[config.mk]
export PLATFORM = sky130hd
export DESIGN_NAME = intersection_phase_arbiter
export DESIGN_NICKNAME = d
export VERILOG_FILES = /design/src/rtl/intersection_phase_arbiter.sv
export SDC_FILE = /design/constraint.sdc
export NUM_CORES = 1
export LEC_CHECK = 0
export ABC_AREA = 1
export CORE_MARGIN = 5
export CORE_UTILIZATION = 43
export DETAILED_ROUTE_END_ITERATION = 8
export GPL_TIMING_DRIVEN = 1
export PLACE_DENSITY = 0.67
export SLEW_MARGIN = 20
export SYNTH_ARGS = -nofsm -noshare
export SYNTH_HDL_FRONTEND = slang
export SYNTH_SLANG_ARGS = --single-unit
[constraint.sdc]
create_clock -name clk -period 2.67 [get_ports clk]
set_clock_uncertainty 0.2 [all_clocks]
set_input_delay 0.534 -clock clk [delete_from_list [all_inputs] [get_ports clk]]
set_output_delay 0.534 -clock clk [all_outputs]
set_load 0.02 [all_outputs]
[src/rtl/intersection_phase_arbiter.sv]
// intersection_phase_arbiter: round-robin phase scheduler for main road A, side road B and pedestrians
module intersection_phase_arbiter #(
  parameter int TICK_DIV    = 5,
  parameter int MIN_GREEN_A = 10,
  parameter int GREEN_B     = 8,
  parameter int WALK_T      = 6,
  parameter int AMBER_T     = 3,
  parameter int ALL_RED_T   = 1
) (
  input  logic       clk,
  input  logic       rst,
  input  logic       req_b,
  input  logic       req_ped,
  input  logic       emg_a,
  output logic       red_a,
  output logic       amber_a,
  output logic       green_a,
  output logic       red_b,
  output logic       amber_b,
  output logic       green_b,
  output logic       walk,
  output logic [2:0] phase,
  output logic [6:0] countdown,
  output logic       b_pending,
  output logic       ped_pending
);
  typedef enum logic [2:0] {
    A_GREEN  = 3'd0,
    A_AMBER  = 3'd1,
    ALL_RED1 = 3'd2,
    B_GREEN  = 3'd3,
    B_AMBER  = 3'd4,
    PED_WALK = 3'd5,
    ALL_RED2 = 3'd6
  } phase_t;

  localparam int PW = TICK_DIV > 1 ? $clog2(TICK_DIV) : 1;

  function automatic logic [6:0] dur(input phase_t p);
    case (p)
      A_GREEN:           dur = 7'(MIN_GREEN_A);
      A_AMBER, B_AMBER:  dur = 7'(AMBER_T);
      B_GREEN:           dur = 7'(GREEN_B);
      PED_WALK:          dur = 7'(WALK_T);
      default:           dur = 7'(ALL_RED_T);
    endcase
  endfunction

  // bit order: red_a amber_a green_a red_b amber_b green_b walk
  function automatic logic [6:0] lamps(input phase_t p);
    case (p)
      A_GREEN:  lamps = 7'b0011000;
      A_AMBER:  lamps = 7'b0101000;
      B_GREEN:  lamps = 7'b1000010;
      B_AMBER:  lamps = 7'b1000100;
      PED_WALK: lamps = 7'b1001001;
      default:  lamps = 7'b1001000;
    endcase
  endfunction

  phase_t          phase_q, phase_d;
  logic [PW-1:0]   presc_q, presc_d;
  logic [6:0]      countdown_q, countdown_d;
  logic            b_pending_q, b_pending_d;
  logic            ped_pending_q, ped_pending_d;
  logic            rr_ptr_q, rr_ptr_d;
  logic [6:0]      lights_q, lights_d;
  logic            sec_tick, expire, change;

  always_comb begin
    sec_tick = presc_q == PW'(TICK_DIV - 1);
    expire   = sec_tick && countdown_q == 7'd1;
    phase_d  = phase_q;
    rr_ptr_d = rr_ptr_q;
    case (phase_q)
      A_GREEN:  phase_d = (countdown_q == 7'd0 && (b_pending_q || ped_pending_q) && !emg_a) ? A_AMBER : A_GREEN;
      A_AMBER:  phase_d = expire ? ALL_RED1 : A_AMBER;
      ALL_RED1: if (expire) begin
        // rr_ptr=0 favours B when both wait; the grant hands priority to the other side
        if (b_pending_q && (!ped_pending_q || !rr_ptr_q)) begin
          phase_d  = B_GREEN;
          rr_ptr_d = 1'b1;
        end else if (ped_pending_q) begin
          phase_d  = PED_WALK;
          rr_ptr_d = 1'b0;
        end else begin
          phase_d  = ALL_RED2;
        end
      end
      B_GREEN:  phase_d = (expire || emg_a) ? B_AMBER : B_GREEN;
      B_AMBER:  phase_d = expire ? ALL_RED2 : B_AMBER;
      PED_WALK: phase_d = (expire || emg_a) ? ALL_RED2 : PED_WALK;
      ALL_RED2: phase_d = expire ? A_GREEN : ALL_RED2;
      default:  phase_d = A_GREEN;
    endcase
    change        = phase_d != phase_q;
    presc_d       = (change || sec_tick) ? '0 : presc_q + PW'(1);
    countdown_d   = change ? dur(phase_d) :
                    (sec_tick && countdown_q != 7'd0) ? countdown_q - 7'd1 : countdown_q;
    b_pending_d   = (b_pending_q || req_b) && !(change && phase_d == B_GREEN);
    ped_pending_d = (ped_pending_q || req_ped) && !(change && phase_d == PED_WALK);
    lights_d      = lamps(phase_d);
  end

  always_ff @(posedge clk) begin
    if (rst) begin
      phase_q       <= A_GREEN;
      presc_q       <= '0;
      countdown_q   <= 7'(MIN_GREEN_A);
      b_pending_q   <= 1'b0;
      ped_pending_q <= 1'b0;
      rr_ptr_q      <= 1'b0;
      lights_q      <= lamps(A_GREEN);
    end else begin
      phase_q       <= phase_d;
      presc_q       <= presc_d;
      countdown_q   <= countdown_d;
      b_pending_q   <= b_pending_d;
      ped_pending_q <= ped_pending_d;
      rr_ptr_q      <= rr_ptr_d;
      lights_q      <= lights_d;
    end
  end

  assign {red_a, amber_a, green_a, red_b, amber_b, green_b, walk} = lights_q;
  assign phase       = phase_q;
  assign countdown   = countdown_q;
  assign b_pending   = b_pending_q;
  assign ped_pending = ped_pending_q;
endmodule

# Yosys cells after proc, flatten, opt, wreduce, memory -nomap -nowiden
# Index checks and enable logic that the tools add are counted.
# classes
n_addsub	2
n_eq_ne	13
multipliers	0
order_cmp	0
muxes	16
n_reduce_logical	29
shift	0
div_mod_pow	0
n_bitwise	0
# ops
cell	n
one-hot mux 7 bit (5 select lines)	1
one-hot mux 3 bit (7 select lines)	1
equality test 3 bit (second input constant)	6
one-hot mux 4 bit (4 select lines)	1
two-way mux 7 bit	2
two-way mux 3 bit	4
equality test 3 x 2 -> 1 bit (second input constant)	3
logical AND 1 bit	9
two-way mux 2 bit	4
equality test 7 x 1 -> 1 bit (second input constant)	1
zero test 7 bit	1
nonzero test 7 bit	1
subtractor 7 x 1 -> 7 bit (second input constant)	1
equality test 3 x 1 -> 1 bit (second input constant)	2
zero test 3 bit	2
logical OR 1 bit	6
zero test 1 bit	5
nonzero test 2 bit	2
OR reduction 2 bit	2
adder 3 x 1 -> 3 bit (second input constant)	1
two-way mux 1 bit	3
!= test 3 bit	1
AND reduction 3 bit	1
# word_totals
ff_bits	23
wordCells	67
latch_bits	0
in_bits	5
output_inout_bits	19
mem_bits_rw	0
romBits	0
mem_count	0

# Depth between registers and ports, before layout
# logic_depth
depth_word	10
ltp_mapped	15
depth_no_buf	15

# Worst setup path after synthesis
# No wires, ideal clock.
# synth_path
path_kind	reg2reg
start	register countdown_q[1] (netlist: countdown[1])
end	register countdown_q[3] (netlist: countdown[3])
path_stages_with_launch	15
arrival_time_ns	1.896
path_buffers	0
synth_period_minus_slack_ns	2.226
required_ns	2.340
setup_ns	0.130
slack_ns	0.444
cell_sequence	dfxtp_1 > inv_1 > ha_1 > nand3_4 > clkinv_1 > nand3_2 > nand2_1 > nand2_1 > nand2_1 > a21oi_2 > nand3_4 > nor2_8 > nand2_1 > nand2_1 > nand3_1
# synth_via
elab_chain_len	9
word_cells_on_any_way	28
classes_between	1 x add/sub; 6 x eq/ne; 11 x mux; 10 x reduce/logical
# synth_rtl
element	line	rtl
from (decl)	63	logic [6:0] countdown_q, countdown_d;
from (signal assigned)	109	countdown_q <= 7'(MIN_GREEN_A);
from (signal assigned)	117	countdown_q <= countdown_d;
equality test 7 x 1 -> 1 bit or zero test 7 bit (tied branches)	72, 76	
logical AND 1 bit, on equally long branches	72, 76	
logical OR 1 bit or logical AND 1 bit (tied branches)	90, 92, 76	
two-way mux 2 bit, or another cell as far along	92	PED_WALK: phase_d = (expire || emg_a) ? ALL_RED2 : PED_WALK;
one-hot mux 3 bit (7 select lines)	75	case (phase_q)
equality test 3 bit or equality test 3 x 1 -> 1 bit (tied branches)	40	case (p)
OR reduction 2 bit	40	
one-hot mux 4 bit (4 select lines)	40	
two-way mux 7 bit	98	countdown_d = change ? dur(phase_d) :
# Parallel ways exist; a longest one is shown, timed or not. The select of a mux whose other input is x is not followed.
# A chain may end at the register's enable or synchronous reset.

# Worst setup path in the final report
# layout_path
start	register countdown_q[1] (netlist: countdown[1])
end	register countdown_q[1] (netlist: countdown[1])
# Same word-level chain as after synthesis.

==> impl_results.md <==
- ANT cells: 0
- PD cells: roughly 370 mW/mm2
- CP Capture Type: flip-flop
- Crit Path Category: flip-flop to flip-flop
- Worst-Skew Late Latency: 320 ps
- Post-layout instance area: approximately 0.0017 mm2
- Num ports: 24
- Outcome: completed
- WP data arrival: around 2400 ps
- H-tree levels: 1
- Layout cells sized above 1: around a fifth
- Maximum vdd drop: about 300 uV
- Hold_sp: presc_q[0]
- Max-cap viol count: 0
- Fin crit share: between 80% and 90%
- Vias: 1225
- Prevailing post-synth register cell: dfxtp_1
- Global route overflow: 0
- Root Driver: clkbuf_4
- Mapped Cells: approximately 190
- Largest net degree at the start of global routing: 14
- Clock sink count: 23
- Startpoint types: flip-flop
- Area growth, synth to finish: 22.3%
- Port-buffer cells: 23
- Seq/Total Area, Yosys: about a third
- Main combinational cell family by area after synthesis: simple AND/OR/NAND/NOR gates
- Post-synthesis mux area share: 0%
- Number of synthesized register bits: 23
- Tot GR Track Use: 15.2%
- Simple-gate area share of the yosys netlist: 43.1%
- Endpoints failing setup: 0
- CTS resizes: 0
- Max_slew headroom: 78.4%
- Compound-Gate Fraction of Synth Area: roughly 7%
- Vias in the first global route: about 1200
- CP max stage delay: ~380 ps
- Syn Nets: just under 200
- F_max: between 0.4 and 0.5 GHz
- Final hold vios: 0
- Post-CTS Setup Bufs: 0
- Full die area: 0.00446 mm2
- Mapped Avg Cell Area: between 7 and 8 um2
- Die H: roughly 67 um
- Setup crit start: countdown[1]
- DRC errors left: 0
- Global-route wire length before repair: roughly 5200 um
- Number of synthesized flops with an enable pin: 0
- Number of distinct library cells after synthesis: 28
- Slowest cell on the critical path: dfxtp_1
- Hpwl dp: around 2400 um
- Die W: roughly 67 um
- Share of flip-flops with an asynchronous set or reset: 0%
- HP Class: flip-flop to flip-flop
- Final min period: 2350 ps
- Antenna Violating Nets Remaining: 0
- Unrepaired setup endpoints after global routing: false
- Post-synthesis adder-cell area fraction: approximately 4.5%
- WL final: about 3000 um
- First-pass iteration count of the detailed router: 4
- Worst R2R Start: countdown[1]
- Final GP Congestion: about 0.79
- TritonCTS clock tree: done
- Clk buf depth: 2
- Worst EP required: roughly 2700 ps
- Post-DP Area: 0.00167 mm2
- Starting density of the core: between 40 and 50%
- Num rows: 20
- Worst slew pin tran: between 300 and 400 ps
- DR vias/cell: around 4.8
- DR WL/cell: around 12 um
- Worst-path clk slew: about 130 ps
- Crit path max fanout: 10
- Num CTS Buffers: 3
- Synth Area in XOR/XNOR: roughly 3.8%
- Hold buffer count at CTS: 0
- Crit path cell chain: inv_1 -> ha_1 -> nand3_4 -> clkinv_1 -> nand3_2 -> nand2_1 -> nand2_1 -> nand2_1 -> a21oi_2 -> nand3_4 -> nor2_8 -> nand2_1 -> nand2_1 -> nand3_1
- Antenna violations before repair: 0
- Total Neg Setup Slack: 0 ps
- YS warnings: 0
- Core area: a little over 0.003 mm2
- Max Slew Vio Count: 0
- Post-Syn Area: between 0.001 and 0.0015 mm2
- Post-layout util: 55.1%
- Leakage: ~0.77 nW
- Iteration-0 DRC Markers: 89
- Nets: around 220
- Critical Path Most Common Cell: nand2_1
routing by layer:
metal / wire length [um] / global-route usage, % / share of wire, % / vias to the layer above
met3: 178 / 3.04 / 6.0 / 5
li1: - / - / - / 627
met5: 0 / 0 / 0 / -
met4: 30 / 4.82 / 1.0 / 0
met2: 1380 / 23.8 / 46 / 37
met1: 1390 / 20.9 / 47 / 556
cell type report:
class | count | area (um2)
clock buffer | 3 | 22.5
clock inverter | 1 | 5.00
fill | 325 | 1380
inverter | 30 | 113
multi-input combinational | 131 | 810
sequential | 23 | 460
tap | 44 | 55.1
timing repair buffer | 23 | 230
final timing paths:
check | to | slack, ps | depth (start not counted)
max | countdown[1] | 320 | 14
min | presc_q[0] | 270 | 1
max reg2reg | countdown[1] | 320 | 14
min reg2reg | presc_q[0] | 270 | 1
synthesized netlist by cell type, types with 2 or more instances:
master	instances	share of area [%]
ha_1	5	4.5
nand2_2	7	3.2
nand2_1	41	11
dfxtp_1	23	33
a21oi_2	5	3.2
nor2_2	9	4.1
nor2_1	21	5.7
nor2_4	2	1.6
nand3_4	4	5.1
xor2_1	2	1.3
clkinv_1	2	0.54
xnor2_1	4	2.5
inv_2	7	1.9
nor3b_1	2	1.1
inv_1	21	5.7
nor4_1	2	0.90
nand3_1	15	5.4
a21oi_1	3	1.1
cell families (layout without fill, tap and decap cells):
family / count (synthesis) / after routing
buffers and inverters: 31 / 57
DFF: 23 / 23
and+or+nand+nor: 108 / 108
xor gates and xnor gates: 6 / 6
adders and majority gates: 5 / 5
AOI/OAI and AO/OA: 12 / 12
cell usage in the layout (no fill, tap or decap), drive strengths merged:
cell / instances
xor2: 2
nand3: 20
nor4: 3
clkinv: 3
xnor2: 4
ha: 5
a21oi: 8
o21ai: 3
nor3b: 2
nor2: 33
dfxtp: 23
nand2: 48
inv: 28
clkdlybuf4s50: 23
nand4: 1
or2: 1
clkbuf: 3
o21bai: 1
critical path, delay by kind of cell, from the launching register on:
family	cells	cell delay, ps
AO/OA/AOI/OAI	1	240
adder cells (fa/ha/maj)	1	220
buffers and inverters	2	200
flip-flops	1	380
AND/OR/NAND/NOR	10	1010
where the power goes:
group | internal (mW) | switching (mW)
Combinational | 0.0432 | 0.0545
Clock | 0.0562 | 0.110
Sequential | 0.356 | 0.0133
state kept, by name, summed over array words and instances (netlist names):
| register | cells |
|---|---|
| lights_q | 7 |
| rr_ptr_q | 1 |
| b_pending | 1 |
| presc_q | 3 |
| ped_pending | 1 |
| phase | 3 |
| countdown | 7 |
metrics by stage:
step	worst slack [ps]	instances	power, mW	hold WS [ps]
global placement	208	251	0.472	237
floorplan	444	185	0.443	227
global route	61.0	255	0.670	310
CTS	313	255	0.636	272
detailed placement	179	251	0.475	247
finish	318	255	0.633	271
No activity file was read; power rests on OpenSTA's default activity.
